## src/rtl/fetch_unit_pkg.sv

```systemverilog
// fetch_unit_pkg: shared constants and types for the instruction fetch stage.
//   INST_W       - instruction word width
//   PC_INC       - byte step between sequential fetches
//   RESET_PC_DEF - default first fetch address after reset
//   fetch_entry_t - buffered {pc, inst} pair handed to the decoder
package fetch_unit_pkg;

  localparam int          INST_W       = 32;
  localparam logic [31:0] PC_INC       = 32'd4;
  localparam logic [31:0] RESET_PC_DEF = 32'h0000_0000;

  typedef struct packed {
    logic [31:0]       pc;
    logic [INST_W-1:0] inst;
  } fetch_entry_t;

  // Fetch addresses are always word aligned; low bits of a target are dropped.
  function automatic logic [31:0] align_pc(input logic [31:0] pc);
    return {pc[31:2], 2'b00};
  endfunction

endpackage

```

## src/rtl/fetch_fifo.sv

```systemverilog
// fetch_fifo: DEPTH-entry synchronous FIFO of {pc, inst} entries.
// Ports:
//   clk, rst        - clock, async active-high reset
//   i_push/i_entry  - write an entry at the tail
//   i_pop           - drop the head entry (ignored when empty)
//   i_flush         - empty the FIFO; wins over push and pop
//   o_head          - head entry, all zeros when empty
//   o_count         - number of valid entries
//   o_empty/o_full  - occupancy flags
module fetch_fifo
  import fetch_unit_pkg::*;
#(
  parameter  int DEPTH = 2,
  localparam int CW    = $clog2(DEPTH + 1),
  localparam int AW    = (DEPTH > 1) ? $clog2(DEPTH) : 1
) (
  input  logic          clk,
  input  logic          rst,
  input  logic          i_push,
  input  fetch_entry_t  i_entry,
  input  logic          i_pop,
  input  logic          i_flush,
  output fetch_entry_t  o_head,
  output logic [CW-1:0] o_count,
  output logic          o_empty,
  output logic          o_full
);

  fetch_entry_t  r_mem [DEPTH];
  logic [AW-1:0] r_wr, r_rd;
  logic [CW-1:0] r_count;
  logic          w_push, w_pop;

  assign o_empty = (r_count == '0);
  assign o_full  = (r_count == CW'(DEPTH));
  assign o_count = r_count;
  assign w_push  = i_push && !i_flush;
  assign w_pop   = i_pop && !o_empty && !i_flush;
  assign o_head  = o_empty ? '0 : r_mem[r_rd];

  // DEPTH is a power of two, so pointers wrap by natural overflow.
  always_ff @(posedge clk or posedge rst) begin
    if (rst) begin
      r_wr    <= '0;
      r_rd    <= '0;
      r_count <= '0;
    end else if (i_flush) begin
      r_wr    <= '0;
      r_rd    <= '0;
      r_count <= '0;
    end else begin
      if (w_push) r_wr <= r_wr + AW'(1);
      if (w_pop)  r_rd <= r_rd + AW'(1);
      r_count <= r_count + CW'(w_push) - CW'(w_pop);
    end
  end

  // Storage needs no reset; validity is tracked by r_count. On a full
  // push+pop the write lands in the slot being read, which is fine because
  // the head is read combinationally before the edge.
  always_ff @(posedge clk) begin
    if (w_push) r_mem[r_wr] <= i_entry;
  end

endmodule

```

## src/rtl/fetch_unit.sv

```systemverilog
// fetch_unit: instruction fetch stage feeding the decoder.
// Holds the PC, issues in-order word requests to imem under a credit limit,
// buffers returned words with their PCs and flushes on redirect.
// Ports:
//   clk, rst                       - clock, async active-high reset
//   imem_req_valid/ready/addr      - fetch request channel
//   imem_rsp_valid/data            - in-order responses, no backpressure
//   redirect_valid/redirect_pc     - taken branch/jump from execute
//   inst_valid/ready, inst/inst_pc - decoder handshake
module fetch_unit
  import fetch_unit_pkg::*;
#(
  parameter logic [31:0] RESET_PC = RESET_PC_DEF,
  parameter int          DEPTH    = 2
) (
  input  logic              clk,
  input  logic              rst,
  output logic              imem_req_valid,
  input  logic              imem_req_ready,
  output logic [31:0]       imem_req_addr,
  input  logic              imem_rsp_valid,
  input  logic [INST_W-1:0] imem_rsp_data,
  input  logic              redirect_valid,
  input  logic [31:0]       redirect_pc,
  output logic              inst_valid,
  input  logic              inst_ready,
  output logic [INST_W-1:0] inst,
  output logic [31:0]       inst_pc
);

  localparam int CW = $clog2(DEPTH + 1);

  logic [31:0]   r_fetch_pc, r_resp_pc;
  logic [CW-1:0] r_out;   // every request in flight, including doomed ones
  logic [CW-1:0] r_disc;  // in-flight responses still to be dropped

  fetch_entry_t  w_head, w_entry;
  logic [CW-1:0] w_count;
  logic [CW:0]   w_used;
  logic          w_empty, w_full, w_req_fire, w_drop, w_push, w_pop;
  logic [31:0]   w_target;

  // Credit: buffered plus in-flight may never exceed the buffer size, so every
  // response is guaranteed a slot.
  assign w_used         = {1'b0, w_count} + {1'b0, r_out};
  assign imem_req_valid = !rst && !redirect_valid && (w_used < (CW+1)'(DEPTH));
  assign imem_req_addr  = r_fetch_pc;
  assign w_req_fire     = imem_req_valid && imem_req_ready;

  assign w_drop   = (r_disc != '0);
  assign w_push   = imem_rsp_valid && !redirect_valid && !w_drop;
  assign w_pop    = inst_valid && inst_ready;
  assign w_entry  = '{pc: r_resp_pc, inst: imem_rsp_data};
  assign w_target = align_pc(redirect_pc);

  assign inst_valid = !rst && !w_empty;
  assign inst       = w_head.inst;
  assign inst_pc    = w_head.pc;

  fetch_fifo #(.DEPTH(DEPTH)) u_fifo (
    .clk     (clk),
    .rst     (rst),
    .i_push  (w_push),
    .i_entry (w_entry),
    .i_pop   (w_pop),
    .i_flush (redirect_valid),
    .o_head  (w_head),
    .o_count (w_count),
    .o_empty (w_empty),
    .o_full  (w_full)
  );

  always_ff @(posedge clk or posedge rst) begin
    if (rst) begin
      r_fetch_pc <= RESET_PC;
      r_resp_pc  <= RESET_PC;
      r_out      <= '0;
      r_disc     <= '0;
    end else begin
      r_out <= r_out + CW'(w_req_fire) - CW'(imem_rsp_valid);
      if (redirect_valid) begin
        r_fetch_pc <= w_target;
        r_resp_pc  <= w_target;
        // Everything still in flight becomes stale: the old doomed responses
        // plus the live ones, less the one arriving now (dropped either way).
        // Using r_out directly keeps back-to-back redirects from counting the
        // same request twice.
        r_disc     <= r_out - CW'(imem_rsp_valid);
      end else begin
        if (w_req_fire)              r_fetch_pc <= r_fetch_pc + PC_INC;
        if (w_push)                  r_resp_pc  <= r_resp_pc + PC_INC;
        if (imem_rsp_valid && w_drop) r_disc    <= r_disc - CW'(1);
      end
    end
  end

  a_no_overflow: assert property (@(posedge clk) disable iff (rst)
    !(w_push && w_full && !w_pop));
  a_disc_le_out: assert property (@(posedge clk) disable iff (rst)
    r_disc <= r_out);

endmodule
```

## config.mk

```make
export PLATFORM = sky130hd
export DESIGN_NAME = fetch_unit
export DESIGN_NICKNAME = d
export VERILOG_FILES = /design/src/rtl/fetch_unit_pkg.sv /design/src/rtl/fetch_fifo.sv /design/src/rtl/fetch_unit.sv
export SDC_FILE = /design/constraint.sdc
export NUM_CORES = 1
export LEC_CHECK = 0
export CAP_MARGIN = 20
export CORE_ASPECT_RATIO = 0.9
export CORE_MARGIN = 8
export CORE_UTILIZATION = 56
export CTS_CLUSTER_SIZE = 24
export DETAILED_ROUTE_END_ITERATION = 10
export PLACE_DENSITY_LB_ADDON = 0.12
export SYNTH_ARGS = -nofsm -noshare
export SYNTH_HDL_FRONTEND = slang
export SYNTH_SLANG_ARGS = --single-unit
```

## constraint.sdc

```tcl
create_clock -name clk -period 13.8 [get_ports clk]
set_clock_uncertainty 0.15 [all_clocks]
set_input_delay 2.76 -clock clk [delete_from_list [all_inputs] [get_ports clk]]
set_output_delay 2.76 -clock clk [all_outputs]
set_load 0.02 [all_outputs]
```

# Word-level counts from Yosys, hierarchy flattened
# Memory sizes are Yosys's and may differ from the RTL's.
# Index checks and enable logic that the tools add are counted.
# W data, S select, Z words.
# op_classes
add_sub_neg	11
mul	0
div	0
n_lt_le_gt_ge	1
eq_ne	0
n_shift	0
muxes	14
n_bitwise	0
reduce_logical	22
# ops
op	count
$mux W32	4
$add A32 B3 Y32 const B	2
$mux W64	1
$reduce_bool A2 Y1	6
$logic_and A1 B1 Y1	11
$mux W1	6
$mux W2	3
$sub A2 B1 Y2	3
$add A2 B1 Y2	2
$logic_not A1 Y1	4
$add A2 B2 Y3	1
$lt A3 B2 Y1 const B	1
$add A1 B1 Y1 const B	2
$logic_not A2 Y1	1
$sub A2 B1 Y2 const B	1
# word_totals
regBits	72
latchBits	0
ramBits	128
rom_bits	0
in_bits	70
output_inout_bits	98
word_cells	56
n_memories	1
# mem_list
memory	words	word_bits	rd	rd_ports_with_merged_regs	write_ports	line	text
u_fifo.r_mem	2	64	1	0	1	fetch_fifo.sv:29	fetch_entry_t r_mem [DEPTH];

# Logic depth before layout (Yosys ltp)
# logic_depth
word_depth	8
depth_mapped	10
depth_no_buf	10

# Modules after synthesis
# From an unflattened synthesis, not the netlist that was laid out.
# unflattened
cells_unflattened	708
area_unflattened_um2	8837.2
# by_module_without_submodules
module	instances	cells_each	area_each_um2	seq_area_each_um2
fetch_fifo	1	294	5117.4	3943.8
fetch_unit	1	414	3719.8	1601.5

# Worst setup path before layout
# Ideal clock, no wire load.
# synth_path
path_type	input to register
startpoint	input redirect_valid
endpoint	memory u_fifo.r_mem[0][0] (netlist name), enable pin
t_arrival_ns	7.434
t_required_ns	13.091
slack_ns	5.658
stages	3
path_cell_list	clkbuf_1 > clkbuf_1 > nor3_1
# synth_between
elab_chain_len	6
# synth_rtl
element	line	text
start, declared	fetch_unit.sv:23	input logic redirect_valid,
$logic_not A1 Y1 *	fetch_fifo.sv:37, fetch_unit.sv:51	
$logic_and A1 B1 Y1 (2 in a row)	fetch_unit.sv:51	assign w_push = imem_rsp_valid && !redirect_valid && !w_drop;
$logic_and A1 B1 Y1 *	fetch_fifo.sv:37	assign w_push = i_push && !i_flush;
$mux W1 *	fetch_fifo.sv:62	if (w_push) r_mem[r_wr] <= i_entry;
$mux W1 (implied by the code) *	fetch_fifo.sv:62	
end, declared	fetch_fifo.sv:29	
# Mark *: on every way between the ends. The rest lies on a longest branch, timed or not.

# Worst setup path after layout
# layout_path
startpoint	input redirect_valid
endpoint	output imem_req_valid
# layout_between
elab_chain_len	3
# layout_rtl
element	line	text
$logic_not A1 Y1	fetch_unit.sv:46	assign imem_req_valid = !rst && !redirect_valid && (w_used < (CW+1)'(DEPTH));
$logic_and A1 B1 Y1 (2 in a row)	fetch_unit.sv:46	
end, declared	fetch_unit.sv:18	output logic imem_req_valid,
# No other way between the ends.

==> impl_metrics.json <==
{
  "first_iter_violations": 477,
  "power_density_nw_per_um2": 139,
  "hold_path.class": "reg2reg",
  "vias_per_cell": 5.88,
  "r2r_setup_slack_ns": 10.57,
  "period_needed_ns": 7.52,
  "core_um2": 15300,
  "setup_ws_ns": 6.28,
  "grt_max_degree": 69,
  "die_height_um": 134,
  "rsz0062_at_grt": "false",
  "drv_slew": 0,
  "die_w_um": 148,
  "dp_hpwl_mm": 14.2,
  "vias": 6306,
  "status": "finished clean",
  "seq_area_frac_synth_pct": 62.1,
  "r2r_end": "imem_req_addr[31]",
  "die-area_um2": 19800,
  "ctsRootBufferMaster": "clkbuf_16",
  "total_power_w": 0.00155,
  "holdPathEnd": "r_out[0]",
  "finalWirelength_mm": 20.7,
  "io_buffer_count": 161,
  "post-route-period-util_pct": 54.5,
  "setup_viol": 0,
  "cts_buffer_depth": 2,
  "grtUsageTotal_pct": 21.0,
  "place_ws_ns": 6.33,
  "nFillCells": 1052,
  "avgSynthCellArea_um2": 12.4,
  "place_congestion": 0.919,
  "num-nets-final": 937,
  "ys_ff_latch": 192,
  "cap_viol_max_count": 0,
  "synth_compound_area_share_pct": 5.69,
  "synth-async-reset-ratio_pct": 35.4,
  "h-tree-depth": 4,
  "path_buf_inv": 3,
  "cts_setup_buffers": 0,
  "slew_headroom_pct": 26.9,
  "overflow": 0,
  "synth_edf_count": 124,
  "clkSinkCount": 192,
  "syn_to_final_growth_pct": 27.7,
  "worstMarginPinSlew_ns": 1.10,
  "num_rows": 43,
  "worstSetupStartpointType": "input port",
  "yosysUniqueCellTypes": 50,
  "layout-drive-gt1-share_pct": 7.46,
  "max_stage_delay_ns": 0.71,
  "synth_largest_area_cell": "edfxtp_1",
  "reg2reg_from": "u_fifo.o_count[0]",
  "max_freq_ghz": 0.133,
  "avgRoutedWirePerCell_um": 19.3,
  "antenna_found_initial": 0,
  "yosys-top-cells-count": "124 x edfxtp_1, 99 x nor2_1, 68 x dfrtp_1, 63 x mux2i_1, 33 x nand2_1",
  "synth_top_family_by_area": "simple AND/OR/NAND/NOR gates",
  "cts_hold_buf": 0,
  "cp.required_ns": 10.89,
  "numCtsBuffers": 17,
  "syn-instance-count": 705,
  "ios": 168,
  "tns_ns": 0,
  "path_common_cell": "clkdlybuf4s50_1",
  "cp_top_family": "buffers and inverters",
  "synth-simple-area-share_pct": 15.2,
  "reg2regPathDepth": 7,
  "clkTransAtPathRegs_ns": 0.06,
  "synth_area_leaders": "edfxtp_1 43%, dfrtp_1 19%, mux2i_1 7.2%, nor2_1 4.3%, mux2_2 2.7%",
  "finalHoldViolations": 0,
  "first_pass_iters": 6,
  "grt_pass1_vias": 6272,
  "crit_chain": "clkdlybuf4s50_1 -> buf_4 -> nor4_1 -> clkdlybuf4s50_1",
  "end_kind": "output pin",
  "drc": 0,
  "path_max_fanout": 42,
  "ys_warn_count": 0,
  "peakVddDrop_v": 0.0000959,
  "synth-xor-area-share_pct": 3.11,
  "postRouteAntennaNets": 0,
  "critPathKind": "in2out",
  "cts_tree": "yes",
  "yosys.area_share.adder_pct": 1.38,
  "synth.area.mux_share_pct": 9.93,
  "grt_pass1_wl_mm": 33.2,
  "cp.arrival_ns": 4.61,
  "cts_resized": 0,
  "hold_depth": 1,
  "ys.flop_type": "edfxtp_1",
  "cp_slowest_cell": "clkdlybuf4s50_1",
  "hold_start": "r_out[0]",
  "yosys.area.top_type_share_pct": 42.7,
  "synth_area_um2": 8730,
  "start_util_pct": 56.9,
  "p_leak_nw": 3.85,
  "clkLatencyLatePin_ns": 0.43,
  "yosysMostFrequentCell": "edfxtp_1",
  "diodes": 0
}
==> worst register-to-register path, stage by stage (launching register included) <==
cell and delay [ns]:
dfrtp_1 0.43, inv_1 0.10, nor2_1 0.13, fa_1 0.50, or4b_1 0.74, or3_4 0.47
or4_1 0.46, and3_1 0.15
==> cell usage in the layout (no fill, tap or decap), types with 18 or more instances in the layout <==
cell | Yosys | layout
edfxtp_1 | 124 | 124
clkdlybuf4s50_1 | 0 | 161
nand2_1 | 33 | 33
dfrtp_1 | 68 | 67
mux2i_1 | 63 | 63
xnor2_1 | 20 | 20
nand3_1 | 25 | 25
nand4_1 | 18 | 18
clkbuf_16 | 0 | 22
mux2_2 | 21 | 21
nor2_1 | 99 | 98
==> worst max path at each step <==
stage	slack, ns	endpoint	cells after the start	from
floorplan	5.66	u_fifo.r_mem[0][0]	3	redirect_valid
global placement	6.35	imem_req_valid	4	redirect_valid
detailed placement	6.33	imem_req_valid	4	redirect_valid
CTS	6.31	imem_req_valid	4	redirect_valid
global route	6.21	imem_req_valid	4	redirect_valid
finish	6.28	imem_req_valid	4	redirect_valid
==> cells by family (layout without fill, tap and decap cells) <==
kind of cell               Yosys count  after routing
and+or+nand+nor                    260            260
DFF                                192            192
muxes                               84             84
AOI/OAI and AO/OA                   74             74
buffers and inverters               54            217
xor gates and xnor gates            31             31
adders and majority gates            9              9
other                                1              4
==> power by group <==
part / total (W) / switching (W) / leakage, nW / internal (W)
Combinational: 0.000317 / 0.000172 / 1.63 / 0.000145
Clock: 0.000505 / 0.000202 / 0.306 / 0.000303
Sequential: 0.000723 / 0.0000515 / 1.91 / 0.000672
Total: 0.00155 / 0.000426 / 3.85 / 0.00112
==> through the flow <==
stage	area, um2	instances	hold WS (ns)	utilization, %
after floorplan	8740	708	0.307	-
after global placement	10500	1041	0.336	68.6
after detailed placement	10500	1041	0.345	68.6
after CTS	11200	1073	0.358	72.7
after global routing	11200	1073	0.396	72.7
final	11200	1073	0.354	72.7
==> cell type report <==
type                    instances  area [um2]  area share (%)
repair buffers                168        1660            14.9
multi-input cells             462        3110            27.9
clock buffers                  26         566            5.07
flip-flops and latches        192        5430            48.7
clock inverters                 6        65.1           0.583
well taps                     202         253            2.27
inverters                      17        63.8           0.572
==> sequential cells by signal, indices dropped and copies added (netlist names) <==
| register | count |
|---|---|
| u_fifo.r_wr | 1 |
| u_fifo.r_rd | 1 |
| r_resp_pc | 30 |
| r_disc | 2 |
| u_fifo.r_mem | 124 |
| u_fifo.o_count | 2 |
| imem_req_addr | 30 |
| r_out | 2 |
==> layer usage <==
| metal | track usage (%) | up-vias | routed length [um] |
|---|---|---|---|
| met3 | 5.62 | 33 | 1800 |
| met5 | 0 | - | 0 |
| met2 | 31.4 | 265 | 9520 |
| met1 | 29.3 | 3076 | 9040 |
| li1 | - | 2932 | - |
| met4 | 6.85 | 0 | 352 |
Note: power is estimated with default switching activity, not from simulation.
